[src/rtl/control_sequencer_if.sv]
// Bundle between the micro-step control sequencer and the datapath it steers.
// The master modport is the sequencer; the slave modport is the datapath.
interface control_sequencer_if #(
  parameter int DATA_WIDTH = 8
);
  logic [DATA_WIDTH-1:0] i_IR_DATA;
  logic                  i_CARRY;
  logic                  i_ZERO;

  logic                  o_PC_WRITE_BUS;
  logic                  o_PC_COUNT_ENABLE;
  logic                  o_OUT_READ_BUS;
  logic                  o_ALU_SUBTRACT;
  logic                  o_FLAGS_LATCH;
  logic                  o_HALT;

  logic                  o_PC_JUMP_n;
  logic                  o_MAR_READ_BUS_n;
  logic                  o_RAM_READ_BUS_n;
  logic                  o_RAM_WRITE_BUS_n;
  logic                  o_IR_READ_BUS_n;
  logic                  o_IR_WRITE_BUS_n;
  logic                  o_A_READ_BUS_n;
  logic                  o_A_WRITE_BUS_n;
  logic                  o_B_READ_BUS_n;
  logic                  o_ALU_WRITE_BUS_n;

  logic [2:0]            o_STEP;

  modport master (
    input  i_IR_DATA, i_CARRY, i_ZERO,
    output o_PC_WRITE_BUS, o_PC_COUNT_ENABLE, o_OUT_READ_BUS, o_ALU_SUBTRACT,
           o_FLAGS_LATCH, o_HALT, o_PC_JUMP_n, o_MAR_READ_BUS_n, o_RAM_READ_BUS_n,
           o_RAM_WRITE_BUS_n, o_IR_READ_BUS_n, o_IR_WRITE_BUS_n, o_A_READ_BUS_n,
           o_A_WRITE_BUS_n, o_B_READ_BUS_n, o_ALU_WRITE_BUS_n, o_STEP
  );

  modport slave (
    output i_IR_DATA, i_CARRY, i_ZERO,
    input  o_PC_WRITE_BUS, o_PC_COUNT_ENABLE, o_OUT_READ_BUS, o_ALU_SUBTRACT,
           o_FLAGS_LATCH, o_HALT, o_PC_JUMP_n, o_MAR_READ_BUS_n, o_RAM_READ_BUS_n,
           o_RAM_WRITE_BUS_n, o_IR_READ_BUS_n, o_IR_WRITE_BUS_n, o_A_READ_BUS_n,
           o_A_WRITE_BUS_n, o_B_READ_BUS_n, o_ALU_WRITE_BUS_n, o_STEP
  );
endinterface

[src/rtl/control_sequencer.sv]
// Micro-step control sequencer for an 8-bit bus computer: fetch in T0/T1, execute in T2..T4.
// Define CONTROL_SEQUENCER_COND_JUMP_EN to enable JC/JZ; otherwise they execute as NOP.
module control_sequencer #(
  parameter int DATA_WIDTH = 8
) (
  input logic                  i_CLOCK,
  input logic                  i_CLEAR,
  control_sequencer_if.master  bus
);

  typedef enum logic [2:0] {T0 = 3'd0, T1 = 3'd1, T2 = 3'd2, T3 = 3'd3, T4 = 3'd4} step_e;

  localparam logic [3:0] OP_NOP = 4'h0;
  localparam logic [3:0] OP_LDA = 4'h1;
  localparam logic [3:0] OP_ADD = 4'h2;
  localparam logic [3:0] OP_SUB = 4'h3;
  localparam logic [3:0] OP_STA = 4'h4;
  localparam logic [3:0] OP_LDI = 4'h5;
  localparam logic [3:0] OP_JMP = 4'h6;
  localparam logic [3:0] OP_JC  = 4'h7;
  localparam logic [3:0] OP_JZ  = 4'h8;
  localparam logic [3:0] OP_OUT = 4'hE;
  localparam logic [3:0] OP_HLT = 4'hF;

  // Controls held active-high internally; the _n outputs are inverted at the port.
  typedef struct packed {
    logic pc_out;
    logic pc_inc;
    logic pc_jump;
    logic out_in;
    logic alu_sub;
    logic flags_latch;
    logic mar_in;
    logic ram_in;
    logic ram_out;
    logic ir_in;
    logic ir_out;
    logic a_in;
    logic a_out;
    logic b_in;
    logic alu_out;
  } ctrl_t;

  step_e      step_q, step_d;
  logic       halt_q, halt_d;
  logic       halt_set;
  logic       last_step;
  logic       active;
  logic [3:0] opcode;
  ctrl_t      ctrl;

  assign opcode = bus.i_IR_DATA[DATA_WIDTH-1 -: 4];
  assign active = !i_CLEAR && !halt_q;

  logic unused_ir;
  assign unused_ir = ^bus.i_IR_DATA[DATA_WIDTH-5:0];

`ifndef CONTROL_SEQUENCER_COND_JUMP_EN
  logic unused_flags;
  assign unused_flags = bus.i_CARRY ^ bus.i_ZERO;
`endif

  // Opcodes that have no execute phase finish after the fetch step T1.
  function automatic logic fetch_only(input logic [3:0] op);
    case (op)
      OP_LDA, OP_ADD, OP_SUB, OP_STA, OP_LDI, OP_JMP, OP_OUT, OP_HLT: fetch_only = 1'b0;
`ifdef CONTROL_SEQUENCER_COND_JUMP_EN
      OP_JC, OP_JZ: fetch_only = 1'b0;
`endif
      default: fetch_only = 1'b1;
    endcase
  endfunction

  always_comb begin
    // NOTE: every output of this block gets a default first so no path leaves a latch.
    ctrl      = '0;
    last_step = 1'b0;
    halt_set  = 1'b0;
    case (step_q)
      T0: begin
        ctrl.pc_out = 1'b1;
        ctrl.mar_in = 1'b1;
      end
      T1: begin
        ctrl.ram_out = 1'b1;
        ctrl.ir_in   = 1'b1;
        ctrl.pc_inc  = 1'b1;
        last_step    = fetch_only(opcode);
      end
      T2: begin
        case (opcode)
          OP_LDA, OP_ADD, OP_SUB, OP_STA: begin
            ctrl.ir_out = 1'b1;
            ctrl.mar_in = 1'b1;
          end
          OP_LDI: begin
            ctrl.ir_out = 1'b1;
            ctrl.a_in   = 1'b1;
            last_step   = 1'b1;
          end
          OP_JMP: begin
            ctrl.ir_out  = 1'b1;
            ctrl.pc_jump = 1'b1;
            last_step    = 1'b1;
          end
          OP_OUT: begin
            ctrl.a_out  = 1'b1;
            ctrl.out_in = 1'b1;
            last_step   = 1'b1;
          end
          OP_JC, OP_JZ: begin
`ifdef CONTROL_SEQUENCER_COND_JUMP_EN
            if ((opcode == OP_JC) ? bus.i_CARRY : bus.i_ZERO) begin
              ctrl.ir_out  = 1'b1;
              ctrl.pc_jump = 1'b1;
            end
`endif
            last_step = 1'b1;
          end
          OP_HLT: begin
            halt_set  = 1'b1;
            last_step = 1'b1;
          end
          default: last_step = 1'b1;
        endcase
      end
      T3: begin
        case (opcode)
          OP_LDA: begin
            ctrl.ram_out = 1'b1;
            ctrl.a_in    = 1'b1;
            last_step    = 1'b1;
          end
          OP_ADD, OP_SUB: begin
            ctrl.ram_out = 1'b1;
            ctrl.b_in    = 1'b1;
            ctrl.alu_sub = (opcode == OP_SUB);
          end
          OP_STA: begin
            ctrl.a_out  = 1'b1;
            ctrl.ram_in = 1'b1;
            last_step   = 1'b1;
          end
          default: last_step = 1'b1;
        endcase
      end
      T4: begin
        ctrl.alu_out     = (opcode == OP_ADD) || (opcode == OP_SUB);
        ctrl.a_in        = ctrl.alu_out;
        ctrl.flags_latch = ctrl.alu_out;
        ctrl.alu_sub     = (opcode == OP_SUB);
        last_step        = 1'b1;
      end
      default: last_step = 1'b1;
    endcase

    if (!active) begin
      ctrl     = '0;
      halt_set = 1'b0;
    end

    if (halt_q) begin
      step_d = T0;
    end else if (last_step) begin
      step_d = T0;
    end else begin
      step_d = step_e'(step_q + 3'd1);
    end
    halt_d = halt_q | halt_set;
  end

  // NOTE: state registers use non-blocking assignment so every flop samples pre-edge values.
  always_ff @(posedge i_CLOCK) begin
    if (i_CLEAR) begin
      step_q <= T0;
      halt_q <= 1'b0;
    end else begin
      step_q <= step_d;
      halt_q <= halt_d;
    end
  end

  assign bus.o_PC_WRITE_BUS    = ctrl.pc_out;
  assign bus.o_PC_COUNT_ENABLE = ctrl.pc_inc;
  assign bus.o_OUT_READ_BUS    = ctrl.out_in;
  assign bus.o_ALU_SUBTRACT    = ctrl.alu_sub;
  assign bus.o_FLAGS_LATCH     = ctrl.flags_latch;
  assign bus.o_HALT            = halt_q && !i_CLEAR;

  assign bus.o_PC_JUMP_n       = !ctrl.pc_jump;
  assign bus.o_MAR_READ_BUS_n  = !ctrl.mar_in;
  assign bus.o_RAM_READ_BUS_n  = !ctrl.ram_in;
  assign bus.o_RAM_WRITE_BUS_n = !ctrl.ram_out;
  assign bus.o_IR_READ_BUS_n   = !ctrl.ir_in;
  assign bus.o_IR_WRITE_BUS_n  = !ctrl.ir_out;
  assign bus.o_A_READ_BUS_n    = !ctrl.a_in;
  assign bus.o_A_WRITE_BUS_n   = !ctrl.a_out;
  assign bus.o_B_READ_BUS_n    = !ctrl.b_in;
  assign bus.o_ALU_WRITE_BUS_n = !ctrl.alu_out;

  assign bus.o_STEP            = step_q;

endmodule

[src/flat_wrapper.sv]
// flat-port wrapper written by rule: the top's interface ports become plain ports
module control_sequencer_flat 
#(
  parameter int DATA_WIDTH = 8
)
  (i_CLOCK, i_CLEAR, bus_i_IR_DATA, bus_i_CARRY, bus_i_ZERO, bus_o_PC_WRITE_BUS, bus_o_PC_COUNT_ENABLE, bus_o_OUT_READ_BUS, bus_o_ALU_SUBTRACT, bus_o_FLAGS_LATCH, bus_o_HALT, bus_o_PC_JUMP_n, bus_o_MAR_READ_BUS_n, bus_o_RAM_READ_BUS_n, bus_o_RAM_WRITE_BUS_n, bus_o_IR_READ_BUS_n, bus_o_IR_WRITE_BUS_n, bus_o_A_READ_BUS_n, bus_o_A_WRITE_BUS_n, bus_o_B_READ_BUS_n, bus_o_ALU_WRITE_BUS_n, bus_o_STEP);
  control_sequencer_if #(.DATA_WIDTH(DATA_WIDTH)) bus_i ();
  input logic i_CLOCK;
  input logic i_CLEAR;
  input wire logic [$bits(bus_i.i_IR_DATA)-1:0] bus_i_IR_DATA;
  input wire logic [$bits(bus_i.i_CARRY)-1:0] bus_i_CARRY;
  input wire logic [$bits(bus_i.i_ZERO)-1:0] bus_i_ZERO;
  output wire logic [$bits(bus_i.o_PC_WRITE_BUS)-1:0] bus_o_PC_WRITE_BUS;
  output wire logic [$bits(bus_i.o_PC_COUNT_ENABLE)-1:0] bus_o_PC_COUNT_ENABLE;
  output wire logic [$bits(bus_i.o_OUT_READ_BUS)-1:0] bus_o_OUT_READ_BUS;
  output wire logic [$bits(bus_i.o_ALU_SUBTRACT)-1:0] bus_o_ALU_SUBTRACT;
  output wire logic [$bits(bus_i.o_FLAGS_LATCH)-1:0] bus_o_FLAGS_LATCH;
  output wire logic [$bits(bus_i.o_HALT)-1:0] bus_o_HALT;
  output wire logic [$bits(bus_i.o_PC_JUMP_n)-1:0] bus_o_PC_JUMP_n;
  output wire logic [$bits(bus_i.o_MAR_READ_BUS_n)-1:0] bus_o_MAR_READ_BUS_n;
  output wire logic [$bits(bus_i.o_RAM_READ_BUS_n)-1:0] bus_o_RAM_READ_BUS_n;
  output wire logic [$bits(bus_i.o_RAM_WRITE_BUS_n)-1:0] bus_o_RAM_WRITE_BUS_n;
  output wire logic [$bits(bus_i.o_IR_READ_BUS_n)-1:0] bus_o_IR_READ_BUS_n;
  output wire logic [$bits(bus_i.o_IR_WRITE_BUS_n)-1:0] bus_o_IR_WRITE_BUS_n;
  output wire logic [$bits(bus_i.o_A_READ_BUS_n)-1:0] bus_o_A_READ_BUS_n;
  output wire logic [$bits(bus_i.o_A_WRITE_BUS_n)-1:0] bus_o_A_WRITE_BUS_n;
  output wire logic [$bits(bus_i.o_B_READ_BUS_n)-1:0] bus_o_B_READ_BUS_n;
  output wire logic [$bits(bus_i.o_ALU_WRITE_BUS_n)-1:0] bus_o_ALU_WRITE_BUS_n;
  output wire logic [$bits(bus_i.o_STEP)-1:0] bus_o_STEP;
  assign bus_i.i_IR_DATA = bus_i_IR_DATA;
  assign bus_i.i_CARRY = bus_i_CARRY;
  assign bus_i.i_ZERO = bus_i_ZERO;
  assign bus_o_PC_WRITE_BUS = bus_i.o_PC_WRITE_BUS;
  assign bus_o_PC_COUNT_ENABLE = bus_i.o_PC_COUNT_ENABLE;
  assign bus_o_OUT_READ_BUS = bus_i.o_OUT_READ_BUS;
  assign bus_o_ALU_SUBTRACT = bus_i.o_ALU_SUBTRACT;
  assign bus_o_FLAGS_LATCH = bus_i.o_FLAGS_LATCH;
  assign bus_o_HALT = bus_i.o_HALT;
  assign bus_o_PC_JUMP_n = bus_i.o_PC_JUMP_n;
  assign bus_o_MAR_READ_BUS_n = bus_i.o_MAR_READ_BUS_n;
  assign bus_o_RAM_READ_BUS_n = bus_i.o_RAM_READ_BUS_n;
  assign bus_o_RAM_WRITE_BUS_n = bus_i.o_RAM_WRITE_BUS_n;
  assign bus_o_IR_READ_BUS_n = bus_i.o_IR_READ_BUS_n;
  assign bus_o_IR_WRITE_BUS_n = bus_i.o_IR_WRITE_BUS_n;
  assign bus_o_A_READ_BUS_n = bus_i.o_A_READ_BUS_n;
  assign bus_o_A_WRITE_BUS_n = bus_i.o_A_WRITE_BUS_n;
  assign bus_o_B_READ_BUS_n = bus_i.o_B_READ_BUS_n;
  assign bus_o_ALU_WRITE_BUS_n = bus_i.o_ALU_WRITE_BUS_n;
  assign bus_o_STEP = bus_i.o_STEP;
  control_sequencer #(.DATA_WIDTH(DATA_WIDTH)) u_core (.i_CLOCK(i_CLOCK), .i_CLEAR(i_CLEAR), .bus(bus_i));
endmodule
[config.mk]
export PLATFORM = sky130hd
export DESIGN_NAME = control_sequencer_flat
export DESIGN_NICKNAME = d
export VERILOG_FILES = /design/src/rtl/control_sequencer_if.sv /design/src/rtl/control_sequencer.sv /design/src/flat_wrapper.sv
export SDC_FILE = /design/constraint.sdc
export NUM_CORES = 1
export LEC_CHECK = 0
export BUFFER_PORTS_ARGS = -buffer_cell sky130_fd_sc_hd__buf_2
export CAP_MARGIN = 20
export CORE_AREA = 2 2 39 41
export DETAILED_ROUTE_END_ITERATION = 12
export DIE_AREA = 0 0 41 43
export PLACE_DENSITY = 0.81
export SYNTH_ARGS = -nofsm -noshare
export SYNTH_HDL_FRONTEND = slang
export SYNTH_SLANG_ARGS = --single-unit
[constraint.sdc]
create_clock -name i_CLOCK -period 3.9 [get_ports i_CLOCK]
set_input_delay 0.78 -clock i_CLOCK [delete_from_list [all_inputs] [get_ports i_CLOCK]]
set_output_delay 0.78 -clock i_CLOCK [all_outputs]
set_load 0.03 [all_outputs]
* Word-level counts from Yosys, hierarchy flattened
Memory sizes are Yosys's and may differ from the RTL's. Cells that the tools add are included. Widths: inputs -> output; s select.
Word-level totals: logic and storage cells 67, bits in read-only memories 16, memory bits (writable) 0, output and inout port bits 19, latch bits 0, bits in registers 4, bits of input ports 12, memories kept 1
Cells by class: multipliers 0, shift-type cells 0, bitwise gates (word level) 1, $add $sub $neg 1, eq/ne operators 12, reductions and logical operators 21, multiplexer cells 29, divide/modulo/power cells 0, magnitude comparators 0
Memories:
- (no name shown) | depth 16, width 1, read ports 1, clocked after Yosys merged registers in 0, write ports 0, line control_sequencer.sv:65 | case (op)
Operators by type and width (number):
- $mux 1 | 21
- $mux 15 | 1
- $eq 4x3->1 const B | 3
- $logic_not 1->1 | 12
- $eq 4x2->1 const B | 2
- $eq 4x4->1 const B | 2
- $pmux 1 s2 | 4
- $eq 3x2->1 const B | 2
- $reduce_or 3->1 | 2
- $reduce_or 6->1 | 1
- $eq 4x1->1 const B | 1
- $pmux 1 s4 | 1
- $reduce_or 4->1 | 1
- $add 3x1->3 const B | 1
- $eq 3x1->1 const B | 1
- $eq 3x3->1 const B | 1
- $logic_not 3->1 | 1
- $pmux 1 s3 | 1
- $logic_and 1x1->1 | 2
- $mux 2 | 1
- $reduce_or 2->1 | 1
- $logic_or 1x1->1 | 1
- $or 1x1->1 | 1

* Longest topological paths before layout
word-level depth 6, depth in mapped cells 6, mapped depth without buffers 5

* Worst setup path before layout
Ideal clock, no wire load.
path type input-to-output, from input bus_i_IR_DATA[5], to output bus_o_ALU_WRITE_BUS_n, slack 616 ps, stages 5, required time 3120 ps, path buffers 2, arrival 2504 ps, cells stage by stage buf_4 -> or3b_1 -> buf_2 -> nor3_1 -> inv_1
On the way: word-level cells in the longest chain between the ends 5
Ends and longest elaborated chain:
- start, declared | line flat_wrapper.sv:10 | input wire logic [$bits(bus_i.i_IR_DATA)-1:0] bus_i_IR_DATA;
- $eq 4x2->1 | line control_sequencer.sv:148 | ctrl.alu_out = (opcode == OP_ADD) || (opcode == OP_SUB);
- $logic_or 1x1->1 (*) | line control_sequencer.sv:148
- $mux 1 (*) | line control_sequencer.sv:79 | case (step_q)
- $mux 15 (*) | line control_sequencer.sv:157 | if (!active) begin
- $logic_not 1->1 (*) | line control_sequencer.sv:199 | assign bus.o_ALU_WRITE_BUS_n = !ctrl.alu_out;
- end, declared | line flat_wrapper.sv:28 | output wire logic [$bits(bus_i.o_ALU_WRITE_BUS_n)-1:0] bus_o_ALU_WRITE_BUS_n;
Mark *: on every way between the ends. The rest lies on a longest branch, timed or not.

* Worst setup path after layout
from input bus_i_IR_DATA[5], to output bus_o_B_READ_BUS_n
On the way: word-level cells in the longest chain between the ends 6
Ends and longest elaborated chain:
- $eq 4x2->1 | line control_sequencer.sv:128 | case (opcode)
- $reduce_or 2->1 (*) | line control_sequencer.sv:128
- $mux 1 (*) | line control_sequencer.sv:128
- $mux 1 (*) | line control_sequencer.sv:79
- $mux 15 (*) | line control_sequencer.sv:157
- $logic_not 1->1 (*) | line control_sequencer.sv:198 | assign bus.o_B_READ_BUS_n = !ctrl.b_in;
- end, declared | line flat_wrapper.sv:27 | output wire logic [$bits(bus_i.o_B_READ_BUS_n)-1:0] bus_o_B_READ_BUS_n;
Marks and branches as above.

==> flow_summary_export.csv <==
group,metric,value,unit
status,run_status,"finished, final reports clean",
placement,portBuffers,24,
timing,hold_violations,0,
layout,fin_area,692,um2
placement,postPlaceCellArea,669,um2
yosys,post-synth-top-count-cell,"inv_1",
global_route,grt_antenna_before_repair,0,
timing,fmax,356,MHz
min_path,worstHoldStart,"u_core.bus.o_STEP[0]",
layout,area_growth,24.3,%
clocking,clockRootBuffer,"clkbuf_4",
pwr,pwr-share-seq,19.3,%
critical_path,required,3.12,ns
placement,dpl.hpwl,1100,um
critical_path,crit_path_start_kind,"primary input",
pwr,pwr_density_cell,482,nW/um2
floorplanning,die_x,41,um
layout,antennaDiodeCount,0,
timing,slew-limit-headroom,68.7,%
yosys,synth_nets,96,
critical_path,cpMostUsedCell,"buf_2",
floorplanning,core-area,1380,um2
yosys,synth_seq_cells,4,
layout,multi_input_area,415,um2
timing,worst-slew-pin-transition,0.466,ns
pwr,clockPowerShare,14.9,%
clocking,cts.clk_slew.worst_paths,0.04,ns
floorplanning,start_util,40.2,%
routing,drc,0,
layout,n_fill_cell,154,
global_route,grt_pass1_wl,2100,um
min_path,holdPathEnd,"u_core.bus.o_STEP[0]",
clocking,cts_buffer_depth,2,
global_route,track_usage,16.6,%
clocking,cts.sinks,4,
yosys,synth.distinct_cells,34,
global_route,globalRoute.totalOverflow,0,
routing,drtAntennaViolNets,0,
clocking,tritoncts,"done",
critical_path,arrival,2.03,ns
floorplanning,rows,14,
yosys,synth_edf_count,0,
critical_path,slowest_delay,0.50,ns
yosys,ys.warnings.count,0,
yosys,synthCells,79,
critical_path,cp_top_family,"simple AND/OR/NAND/NOR gates",
timing,finClkSkew,0.00110,ns
pwr,p_int,0.164,mW
pwr,power_frac_comb,65.8,%
timing,post-route-period-util,72.0,%
yosys,ys.flop_type,"dfxtp_1",
layout,ff_latch_area,80.1,um2
yosys,synth_top_area_share,14.4,%
critical_path,rr_worst_depth,5,
timing,rsz0062_at_grt,"no",
yosys,synth_area,557,um2
global_route,grt_pass1_vias,507,
routing,drt_wl_total,1380,um
routing,wire_per_inst,11.9,um
clocking,clkLatencyLatePin,0.23,ns
yosys,avgSynthCellArea,7.05,um2
yosys,synth-seq-area-share,14.4,%
routing,avgViaCountPerCell,5.63,
layout,final_nets,119,
timing,drv_slew,0,
critical_path,path_cells,"buf_2 -> or3b_1 -> or3_1 -> buf_2",
yosys,synth_top_area_cell,"dfxtp_1",
clocking,ctsHoldBuffers,0,
timing,setup_viol,0,
critical_path,ff2ff_setup_slack,1.93,ns
pwr,p_leak,0.295,nW
critical_path,crit_slowest_cell,"or3b_1",
pwr,ir_drop,0.000544,V
job,maxCapViolations,0,
placement,place_congestion,0.852,
critical_path,cp-end-kind,"primary output",
floorplanning,die_area,1760,um2
global_route,grt_max_degree,12,
critical_path,cp_num_buf_inv,2,
pwr,p_sw,0.170,mW
routing,drt_iter0_markers,15,
critical_path,r2r_start,"u_core.bus.o_STEP[0]",
yosys,synth.area.top_cells,"dfxtp_1, ha_1, inv_1, nand3_1, nor3_1",
clocking,cts_setup_buffers,0,
yosys,synthTopCellsByCount,"inv_1, nand2_1",
critical_path,crit_type,"primary input to primary output",
clocking,cts_made_buffers,3,
floorplanning,io_pins,31,
critical_path,r2r-end,"u_core.bus.o_STEP[0]",
routing,via_count,653,
critical_path,crit_fanout,10,
pwr,p_sw_share,50.9,%
timing,hold-worst-slack,0.559,ns
routing,drt_pre_antenna_iters,4,
yosys,async_flop_share,0,%
clocking,cts-htree-levels,1,
min_path,min_path_type,"flop to flop",
layout,drive_gt1_share,31.0,%
min_path,min_path_cells,1,
floorplanning,die_h,43,um
clocking,cts_resized,0,
timing,tns,0,ns
timing,fin_crit,2.81,ns
layout make-up:
| class | instances | share of cell area [%] |
|---|---|---|
| multi-input combinational | 60 | 60.0 |
| timing repair buffer | 24 | 17.4 |
| sequential | 4 | 11.6 |
| inverter | 9 | 4.88 |
| clock buffer | 3 | 3.25 |
| tap | 16 | 2.89 |
per-stage QoR:
stage                     std cells  util (%)  power [mW]  setup WS, ns
after floorplan                  79         -       0.230         0.616
after CTS                       116      50.0       0.336          1.09
final                           116      50.0       0.334          1.09
after global routing            116      50.0       0.356         0.980
after global placement          113      48.4       0.278          1.11
after detailed placement        113      48.4       0.284          1.09
power groups by stage:
stage	logic, mW	clock network [mW]	registers (mW)
after floorplan	0.150	0	0.0800
after global placement	0.214	0	0.0639
after detailed placement	0.219	0	0.0648
after CTS	0.220	0.0520	0.0645
after global routing	0.236	0.0545	0.0657
final	0.220	0.0496	0.0644
how the worst max path moves through the flow:
stage	start	to	slack [ns]	cells after the start
global placement	bus_i_IR_DATA[5]	bus_o_B_READ_BUS_n	1.11	4
finish	bus_i_IR_DATA[5]	bus_o_B_READ_BUS_n	1.09	4
CTS	bus_i_IR_DATA[5]	bus_o_B_READ_BUS_n	1.09	4
floorplan	bus_i_IR_DATA[5]	bus_o_ALU_WRITE_BUS_n	0.62	5
detailed placement	bus_i_IR_DATA[5]	bus_o_B_READ_BUS_n	1.09	4
global route	u_core.bus.o_STEP[0]	bus_o_A_READ_BUS_n	0.98	6
worst register-to-register path: stages (launching register included):
cell	delay [ns]
dfxtp_1	0.35
ha_1	0.26
ha_1	0.26
or4_1	0.51
o32a_4	0.25
nor4_1	0.24
per-layer routing:
layer | track usage (%) | up-vias | wire length [um] | part of all wire, %
li1 | - | 330 | - | -
met1 | 23.8 | 302 | 605 | 44
met2 | 25.0 | 21 | 687 | 50
met3 | 1.57 | 0 | 82 | 6.0
met4 | 5.33 | 0 | 0 | 0
met5 | 0 | - | 0 | 0
cell usage in the layout, fill, tap and decap left out, drive strengths merged, types with 2 or more instances in the layout:
master,n
clkbuf,3
dfxtp,4
buf,24
nor3,5
or3,2
o21ai,4
nand2,6
nor2b,2
ha,5
inv,9
nand3,5
nand2b,2
nor2,5
nor4,4
and3,2
flip-flops by register name, indices dropped and copies added (netlist names):
| register | flops |
|---|---|
| u_core.halt_q | 1 |
| u_core.bus.o_STEP | 3 |
cells by family after synthesis:
logic type               count (synthesis)  share of synthesized area [%]
AND/OR/NAND/NOR                         42                           43.4
buffers and inverters                   15                           11.0
adder cells (fa/ha/maj)                  5                           11.2
flip-flops                               4                           14.4
AO/OA/AOI/OAI                           13                           20.0
Power figures use the tool's default switching activity.
